[config.mk]
export PLATFORM = sky130hd
export DESIGN_NAME = prs_counter_bank
export DESIGN_NICKNAME = d
export VERILOG_FILES = /design/src/rtl/prs_pkg.sv /design/src/rtl/prs_channel.sv /design/src/rtl/prs_counter_bank.sv
export SDC_FILE = /design/constraint.sdc
export NUM_CORES = 1
export LEC_CHECK = 0
export ABC_CLOCK_PERIOD_IN_PS = 4740
export CORE_UTILIZATION = 57
export DETAILED_ROUTE_END_ITERATION = 8
export DONT_BUFFER_PORTS = 1
export HOLD_SLACK_MARGIN = 0.06
export PLACE_DENSITY = 0.77
export SYNTH_ARGS = -nofsm -noshare
export SYNTH_HDL_FRONTEND = slang
export SYNTH_SLANG_ARGS = --single-unit
[constraint.sdc]
create_clock -name i_clk -period 4.74 [get_ports i_clk]
set_input_delay 0.948 -clock i_clk [delete_from_list [all_inputs] [get_ports i_clk]]
set_output_delay 0.948 -clock i_clk [all_outputs]
set_load 0.01 [all_outputs]
[src/rtl/prs_pkg.sv]
// Shared definitions for the pulse counter bank.
// Holds the command opcodes, the capture FSM state encodings and the
// EDGE_MODE selector values used by prs_counter_bank and prs_channel.
package prs_pkg;

  // Command opcodes carried on i_cmd_op.
  typedef enum logic [1:0] {
    OpNop       = 2'b00,
    OpSnap      = 2'b01,
    OpSnapClear = 2'b10,
    OpSetEn     = 2'b11
  } cmd_op_e;

  // Capture FSM. The two spare encodings are unreachable and decode to StIdle.
  typedef enum logic [1:0] {
    StIdle    = 2'b00,
    StWaitAck = 2'b01
  } state_e;

  // EDGE_MODE values: which synchronised input transition counts as an event.
  localparam int unsigned EdgeRise = 0;
  localparam int unsigned EdgeFall = 1;
  localparam int unsigned EdgeBoth = 2;

endpackage

[src/rtl/prs_channel.sv]
// One pulse-counting channel: input synchroniser, edge detector, counter and
// sticky overflow flag.
//
// Ports
//   i_clk, i_rst_n : clock, asynchronous active-low reset
//   i_ch           : asynchronous pulse input
//   i_en           : channel enable; edge pulses are dropped while low
//   i_clear        : load counter with this cycle's enabled pulse (0 or 1), clear ovf
//   o_cnt          : current count
//   o_ovf          : sticky overflow flag
module prs_channel
  import prs_pkg::*;
#(
  parameter int unsigned CNT_W       = 8,
  parameter int unsigned SYNC_STAGES = 2,
  parameter int unsigned SATURATE    = 1,
  parameter int unsigned EDGE_MODE   = EdgeRise
) (
  input  logic             i_clk,
  input  logic             i_rst_n,
  input  logic             i_ch,
  input  logic             i_en,
  input  logic             i_clear,
  output logic [CNT_W-1:0] o_cnt,
  output logic             o_ovf
);

  logic [SYNC_STAGES-1:0] sync_q;
  logic                   hist_q;
  logic                   cur;
  logic                   pulse;
  logic                   cnt_inc;
  logic [CNT_W-1:0]       cnt_q, cnt_d;
  logic                   ovf_q, ovf_d;

  always_ff @(posedge i_clk or negedge i_rst_n) begin
    if (!i_rst_n) begin
      sync_q <= '0;
      hist_q <= 1'b0;
    end else begin
      sync_q <= {sync_q[SYNC_STAGES-2:0], i_ch};
      hist_q <= sync_q[SYNC_STAGES-1];
    end
  end

  assign cur = sync_q[SYNC_STAGES-1];

  // Single-cycle event pulse derived from the last sync stage and history flop.
  always_comb begin
    pulse = cur & ~hist_q;
    if (EDGE_MODE == EdgeFall) begin
      pulse = ~cur & hist_q;
    end else if (EDGE_MODE == EdgeBoth) begin
      pulse = cur ^ hist_q;
    end
  end

  assign cnt_inc = pulse & i_en;

  always_comb begin
    cnt_d = cnt_q;
    ovf_d = ovf_q;
    if (i_clear) begin
      // The event arriving on the clear edge belongs to the new interval.
      cnt_d = {{(CNT_W-1){1'b0}}, cnt_inc};
      ovf_d = 1'b0;
    end else if (cnt_inc) begin
      if (&cnt_q) begin
        ovf_d = 1'b1;
        cnt_d = (SATURATE != 0) ? cnt_q : '0;
      end else begin
        cnt_d = cnt_q + CNT_W'(1);
      end
    end
  end

  always_ff @(posedge i_clk or negedge i_rst_n) begin
    if (!i_rst_n) begin
      cnt_q <= '0;
      ovf_q <= 1'b0;
    end else begin
      cnt_q <= cnt_d;
      ovf_q <= ovf_d;
    end
  end

  assign o_cnt = cnt_q;
  assign o_ovf = ovf_q;

endmodule

[src/rtl/prs_counter_bank.sv]
// Bank of NUM_CH pulse counters with a command port for enable control and
// atomic snapshot (optionally with clear) of all counts and overflow flags.
//
// Ports
//   i_clk, i_rst_n : clock, asynchronous active-low reset
//   i_ch           : asynchronous pulse inputs, one per channel
//   i_cmd_valid    : command request; accepted when o_cmd_ready is high
//   i_cmd_op       : NOP / SNAP / SNAP_CLEAR / SET_EN
//   i_cmd_data     : new enable mask for SET_EN
//   o_cmd_ready    : high only while idle and out of reset
//   o_snap_data    : captured counts, channel k at [k*CNT_W +: CNT_W]
//   o_snap_ovf     : captured overflow flags
//   o_snap_valid   : snapshot held, waiting for i_snap_ack
//   i_snap_ack     : host has consumed the snapshot
//   o_en_mask      : current channel enable mask
module prs_counter_bank
  import prs_pkg::*;
#(
  parameter int unsigned       NUM_CH        = 16,
  parameter int unsigned       CNT_W         = 8,
  parameter int unsigned       SYNC_STAGES   = 2,
  parameter int unsigned       SATURATE      = 1,
  parameter int unsigned       EDGE_MODE     = EdgeRise,
  parameter logic [NUM_CH-1:0] RESET_EN_MASK = '0
) (
  input  logic                    i_clk,
  input  logic                    i_rst_n,
  input  logic [NUM_CH-1:0]       i_ch,
  input  logic                    i_cmd_valid,
  input  logic [1:0]              i_cmd_op,
  input  logic [NUM_CH-1:0]       i_cmd_data,
  output logic                    o_cmd_ready,
  output logic [NUM_CH*CNT_W-1:0] o_snap_data,
  output logic [NUM_CH-1:0]       o_snap_ovf,
  output logic                    o_snap_valid,
  input  logic                    i_snap_ack,
  output logic [NUM_CH-1:0]       o_en_mask
);

  state_e                  state_q, state_d;
  cmd_op_e                 op;
  logic [NUM_CH-1:0]       en_q, en_d;
  logic [NUM_CH*CNT_W-1:0] cnt_all;
  logic [NUM_CH-1:0]       ovf_all;
  logic [NUM_CH*CNT_W-1:0] snap_data_q, snap_data_d;
  logic [NUM_CH-1:0]       snap_ovf_q, snap_ovf_d;
  logic                    accept;
  logic                    capture;
  logic                    clear;

  assign op = cmd_op_e'(i_cmd_op);

  // Gated by i_rst_n so the host never sees ready while reset is held.
  assign o_cmd_ready = i_rst_n && (state_q == StIdle);
  assign accept      = i_cmd_valid && o_cmd_ready;

  always_comb begin
    state_d     = state_q;
    en_d        = en_q;
    snap_data_d = snap_data_q;
    snap_ovf_d  = snap_ovf_q;
    capture     = 1'b0;
    clear       = 1'b0;
    case (state_q)
      StIdle: begin
        if (accept) begin
          unique case (op)
            OpNop:       ;
            OpSetEn:     en_d = i_cmd_data;
            OpSnap:      capture = 1'b1;
            OpSnapClear: begin
              capture = 1'b1;
              clear   = 1'b1;
            end
          endcase
        end
      end
      StWaitAck: begin
        if (i_snap_ack) begin
          state_d = StIdle;
        end
      end
      default: state_d = StIdle;
    endcase
    // Counters report their pre-edge values, so capture and clear share one edge.
    if (capture) begin
      snap_data_d = cnt_all;
      snap_ovf_d  = ovf_all;
      state_d     = StWaitAck;
    end
  end

  always_ff @(posedge i_clk or negedge i_rst_n) begin
    if (!i_rst_n) begin
      state_q     <= StIdle;
      en_q        <= RESET_EN_MASK;
      snap_data_q <= '0;
      snap_ovf_q  <= '0;
    end else begin
      state_q     <= state_d;
      en_q        <= en_d;
      snap_data_q <= snap_data_d;
      snap_ovf_q  <= snap_ovf_d;
    end
  end

  for (genvar k = 0; k < NUM_CH; k++) begin : g_ch
    prs_channel #(
      .CNT_W       (CNT_W),
      .SYNC_STAGES (SYNC_STAGES),
      .SATURATE    (SATURATE),
      .EDGE_MODE   (EDGE_MODE)
    ) u_ch (
      .i_clk   (i_clk),
      .i_rst_n (i_rst_n),
      .i_ch    (i_ch[k]),
      .i_en    (en_q[k]),
      .i_clear (clear),
      .o_cnt   (cnt_all[k*CNT_W +: CNT_W]),
      .o_ovf   (ovf_all[k])
    );
  end

  assign o_snap_data  = snap_data_q;
  assign o_snap_ovf   = snap_ovf_q;
  assign o_snap_valid = (state_q == StWaitAck);
  assign o_en_mask    = en_q;

endmodule

==> reports/metrics.cfg, run 1 <==
[run_status]
status=completed

[synthesis]
synth_adder_area_share_pct=1.524
synth-xor-area-share_pct=3.022
yosys-mux-area-fraction_pct=13.41
synth_compound_area_share_pct=6.738
ys_seq_elements=353
yosysWarnings=0
synthCells=1174
yosys.area_share.simple_pct=12.73
syn-num-nets=1230
synth_top_family_by_area=multiplexers
syn_area_per_cell_um2=12.59
ys.flop_type=dfrtp_1
synth-edff-count=0
ys_seq_area_share_pct=59.76
synthArstFlopShare_pct=100.0
syn_area_um2=14780
ys_types=50

[die]
fp.dieW_um=163.0
die_h_um=163.0
ios=200
rows=58
fp.dieArea_um2=26580
coreArea_um2=25330
initial_core_util_pct=58.36

[setup_path]
worstSetupEndpointType=register
crit_chain=and3b_1, nand2_2, buf_4, o22ai_1, a31o_2
regToRegSetupSlack_ns=2.30
cp-startpoint=i_rst_n
path_max_fanout=355
critPathTopFamily=simple AND/OR/NAND/NOR gates
crit_type=in2reg
endpoint=g_ch[12].u_ch.o_cnt[0]
cp_slowest_stage_delay_ns=0.75
reg2reg_to=g_ch[13].u_ch.o_cnt[0]
reg2reg_from=state_q[0]
rr_worst_depth=5
worstPathArrival_ns=3.59
cp_slowest_cell=nand2_2
path_depth=5
cp.required_ns=5.14
cp_num_buf_inv=1
cp-start-kind=input port

[place]
placed_area_um2=14900
gp_congestion=0.8140
portBuffers=0
dpl_worst_slack_ns=1.794
post-place-cells=1455
hpwl_mm=18.41

[job]
max_cap_viol_count=0

[pwr]
powerDensity_nw_per_um2=556.9
finalPower_mw=9.016
power.internal_mw=6.364
combPwrFrac_pct=12.3
clkPwrFrac_pct=33.5
switching_power_mw=2.652
p_sw_share_pct=29.42
p_leak_nw=7.384
max-vdd-ir-drop_mv=0.5001
p_seq_share_pct=54.3

[finish]
final_core_util_pct=63.92
layout-drive-gt1-share_pct=20.10
final_cell_mix=dfrtp_1 (353), mux2_2 (160), nor2_1 (102)
instances_no_fill=1520
area_growth_pct=9.532
fin_nets=1220
fin_area_um2=16190
multi_input_area_um2=5537
final_common_cell=dfrtp_1
fillers=1930
seq_area_um2=8833

[route]
dr.pass1.iters=4
drt_iter0_markers=527
wire_per_inst_um=18.95
drc=0
drtAntennaViolNets=0
wl_mm=28.80
via_per_inst=6.064
vias=9218

[clocking]
clk_latency_ns=0.51
cts_hold_repair.buffers=0
ctsHtreeMaxLevel=2
cts_tree=built
cts_made_buffers=37
clockRootBuffer=clkbuf_16
postCtsResizedCells=0
clk_pin_slew_worst_paths_ns=0.06
postCtsSetupBuffers=0
cts_sinks=353
clock_path_buffers=3

[global_route]
antenna_found_initial=1
track_usage_pct=22.22
gr-total-overflow=0
grt_start_max_net_pins=356
grt_pass1_wl_mm=47.40
grt_pass1_vias=9271

[sta]
final_hold_viol_count=0
min_period_over_period_pct=67.39
min_period_ns=3.194
tns_ns=0
rsz0062_at_grt=false
fmax_ghz=0.3131
finalClockSkew_ns=0.01538
finalSetupViolCount=0
slew_headroom_pct=18.79
slew_violations=0
hold_slack_ns=0.1460
worstMarginPinSlew_ns=1.218
layout_setup_ws_ns=1.546

[min_path]
hold_path.class=in2async

[worst min-delay path by stage]
stage                            start                      end  cells after the start
3_3_place_gp    g_ch[1].u_ch.sync_q[0]   g_ch[1].u_ch.sync_q[1]                      0
5_1_grt                        i_rst_n    g_ch[5].u_ch.o_cnt[7]                      0
3_5_place_dp   g_ch[10].u_ch.sync_q[0]  g_ch[10].u_ch.sync_q[1]                      0
6_report                       i_rst_n    g_ch[5].u_ch.o_cnt[6]                      0
4_1_cts                        i_rst_n   g_ch[5].u_ch.sync_q[1]                      0
2_1_floorplan   g_ch[0].u_ch.sync_q[0]   g_ch[0].u_ch.sync_q[1]                      0
[Yosys cell counts (3+ instances only)]
master	count	area, µm²
dfrtp_1	353	8833
mux2_2	160	1802
nor2_1	102	382.9
nand2_1	51	191.4
nand3_1	51	255.2
o211ai_1	45	337.8
xor2_1	39	341.6
o21ai_0	35	175.2
a21oi_1	29	145.1
buf_2	26	130.1
nand4_1	25	156.4
and3_1	20	125.1
ha_1	18	225.2
mux2i_1	18	180.2
and3b_1	17	148.9
buf_4	17	127.6
nor4_1	16	100.1
nor3_1	14	70.07
or3_1	14	87.58
or4_1	12	90.09
xnor2_1	12	105.1
buf_6	11	123.9
nand3b_1	11	82.58
o31ai_1	9	67.56
inv_1	7	26.28
o22ai_1	7	43.79
a31o_2	6	52.55
and2_1	6	37.54
and4_1	5	43.79
nand2b_1	4	25.02
a211oi_1	3	22.52
o2111ai_1	3	26.28
o221ai_1	3	26.28
[logic make-up after synthesis]
logic type,Yosys count
xor gates and xnor gates,51
muxes,178
buffers and inverters,63
AOI/OAI and AO/OA,153
adders and majority gates,18
DFF,353
and+or+nand+nor,358
[area by class of cell]
type / instances / share of cell area [%]
flip-flops and latches: 353 / 54.56
multi-input cells: 758 / 34.20
inverters: 7 / 0.1623
diodes: 1 / 0.01546
well taps: 330 / 2.550
clock inverters: 12 / 1.190
clock buffers: 52 / 6.762
repair buffers: 7 / 0.5565
[per-layer routing]
metal	global-route usage, %	wire length (µm)	vias to the layer above	part of all wire (%)
li1	-	-	4243	-
met3	5.688	1980	61	6.9
met5	0	0	-	0
met1	28.80	12050	4676	42
met4	7.816	769	0	2.7
met2	36.29	14000	238	49
[sequential cells by signal (all words and copies together) (netlist names)]
signal and count:
g_ch.u_ch.sync_q 32, o_snap_ovf 16, g_ch.u_ch.o_ovf 16, o_snap_data 128, g_ch.u_ch.hist_q 16, g_ch.u_ch.o_cnt 128, state_q 1, o_en_mask 16
[power groups by stage]
| stage | clock (mW) | sequential, mW | combinational (mW) |
|---|---|---|---|
| final | 3.02 | 4.90 | 1.10 |
| after global placement | 0 | 4.91 | 1.03 |
| after CTS | 3.09 | 4.90 | 1.12 |
| after floorplan | 0 | 4.60 | 1.04 |
| after detailed placement | 0 | 4.94 | 1.11 |
| after global routing | 3.22 | 5.02 | 1.26 |
(Power assumes the default switching activity.)
==> run 2, diff against run 1 <==
--- a/config.mk
+++ b/config.mk
@@ -5,12 +5,12 @@
 export SDC_FILE = /design/constraint.sdc
 export NUM_CORES = 1
 export LEC_CHECK = 0
-export ABC_CLOCK_PERIOD_IN_PS = 4740
+export ABC_CLOCK_PERIOD_IN_PS = 2600
 export CORE_UTILIZATION = 57
 export DETAILED_ROUTE_END_ITERATION = 8
 export DONT_BUFFER_PORTS = 1
 export HOLD_SLACK_MARGIN = 0.06
-export PLACE_DENSITY = 0.77
+export PLACE_DENSITY = 0.8
 export SYNTH_ARGS = -nofsm -noshare
 export SYNTH_HDL_FRONTEND = slang
 export SYNTH_SLANG_ARGS = --single-unit
==> constraint.sdc (replaced) <==
create_clock -name i_clk -period 2.6 [get_ports i_clk]
set_input_delay 0.52 -clock i_clk [delete_from_list [all_inputs] [get_ports i_clk]]
set_output_delay 0.52 -clock i_clk [all_outputs]
set_load 0.01 [all_outputs]
==> run 2 against run 1 <==
  * The flow now finishes with violations (negative hold slack)
  * Via count grew 0.28%
  * Cell count grew 1.2%
  * Final area grew 0.64%
  * Non-clock buffer count grew 22
  * Hold slack lost 0.43 ns
  * Register-to-register slack lost 1.8 ns
  * Critical path type is now reg2reg
  * Combinational power grew 86%
  * Core utilization grew 0.41 points
==> reports/metrics.cfg, run 2 (synthesized netlist as in run 1, its figures left out) <==
[sta]
finalSetupViolCount=0
final_hold_viol_count=353
min_period_over_period_pct=79.36
slew_headroom_pct=28.84
hold_slack_ns=-0.2822
finalClockSkew_ns=0.01123
min_period_ns=2.063
fmax_ghz=0.4847
rsz0062_at_grt=false
slew_violations=0
worstMarginPinSlew_ns=1.067
layout_setup_ws_ns=0.5368
tns_ns=0

[route]
wl_mm=29.03
vias=9244
wl_met3_mm=1.807
routed-wl-met2_mm=14.11
via_per_inst=6.010
wire_per_inst_um=18.88
drt_iter0_markers=614
drtAntennaViolNets=0
highest_layer=met5
drc=0
dr.pass1.iters=5
routedLengthMet1_mm=12.46

[clocking]
cts_hold_repair.buffers=16
clockRootBuffer=clkbuf_16
cts_sinks=353
clk_latency_ns=0.50
clk_pin_slew_worst_paths_ns=0.06
postCtsResizedCells=0
ctsHtreeMaxLevel=2
postCtsSetupBuffers=0
clock_path_buffers=3
cts_made_buffers=37
cts_tree=built

[setup_path]
worstSetupEndpointType=register
crit_chain=and3b_1, and2_4, buf_4, nand2_1, o211ai_1
cp.required_ns=3.00
cp_num_buf_inv=1
worstPathArrival_ns=2.47
cp_slowest_stage_delay_ns=0.62
crit_type=reg2reg
cp-start-kind=register
critPathTopFamily=simple AND/OR/NAND/NOR gates
cp_slowest_cell=and2_4
path_max_fanout=62

[job]
max_cap_viol_count=0

[global_route]
grt_pass1_vias=9174
grt_start_max_net_pins=356
gr-total-overflow=0
track_usage_pct=22.18
antenna_found_initial=1
grt_pass1_wl_mm=47.11

[finish]
fin_nets=1242
num_antenna_cells=0
layout-drive-gt1-share_pct=19.87
final_common_cell=dfrtp_1
final_cell_mix=dfrtp_1 (353), mux2_2 (160), nor2_1 (102)
area_growth_pct=10.23

[run_status]
violations=negative hold slack
status=finished with violations

[pwr]
p_leak_nw=7.433
max-vdd-ir-drop_mv=0.6501
finalPower_mw=16.10
powerDensity_nw_per_um2=988.4

[die]
rows=58
fp.dieArea_um2=26580
die_h_um=163.0
fp.dieW_um=163.0
coreArea_um2=25330
initial_core_util_pct=58.36
ios=200

[place]
portBuffers=0
dpl_worst_slack_ns=0.4858
gp_congestion=0.8183
hpwl_mm=18.86

[min_path]
hold_path.class=in2async

==> run 2: path summary, 6_finish.rpt <==
check / depth (start not counted) / end / from / slack, ns
worst max-delay path: 5 / g_ch[13].u_ch.o_cnt[0] / state_q[0] / 0.54
worst min-delay path: 0 / g_ch[5].u_ch.o_cnt[5] / i_rst_n / -0.28
worst max register to register: 5 / g_ch[13].u_ch.o_cnt[0] / state_q[0] / 0.54
worst min register to register: 0 / g_ch[12].u_ch.sync_q[1] / g_ch[12].u_ch.sync_q[0] / 0.35
max in group asynchronous: 0 / g_ch[3].u_ch.o_cnt[0] / i_rst_n / 2.00
min in group i_clk: 1 / state_q[0] / i_snap_ack / 0.14
==> run 2: worst reg2reg max path, cell delays in order (launching register included) <==
cell,delay (ns)
dfrtp_1,0.50
and3b_1,0.33
and2_4,0.62
buf_4,0.34
nand2_1,0.07
o211ai_1,0.11
==> run 2: area by class of cell <==
class                      count  area, µm²
sequential                   353       8833
inverter                       7      26.28
clock buffer                  52       1052
tap                          330      412.9
timing repair buffer          29      307.8
multi-input combinational    758       5537
fill                        1842       9034
clock inverter                 9      123.9
==> run 2: where the power goes <==
part | total [mW] | switching (mW) | internal [mW]
registers | 8.94 | 1.97 | 6.97
clock network | 5.11 | 2.01 | 3.10
logic | 2.05 | 0.830 | 1.22
total | 16.1 | 4.81 | 11.3
==> run 2: metrics by stage <==
step	area (µm²)	instances	util (%)	hold WS, ns
after floorplan	14780	1174	-	0.2244
after global placement	14960	1461	59.06	0.2350
after detailed placement	14960	1461	59.06	0.2359
after CTS	16290	1538	64.33	-0.2987
after global routing	16290	1538	64.33	-0.3083
final	16290	1538	64.33	-0.2822
==> run 2: metal layers <==
metal | vias up | track usage [%]
li1 | 4269 | -
met1 | 4701 | 28.85
met2 | 224 | 36.42
met3 | 48 | 5.714
met4 | 2 | 7.094
met5 | - | 0
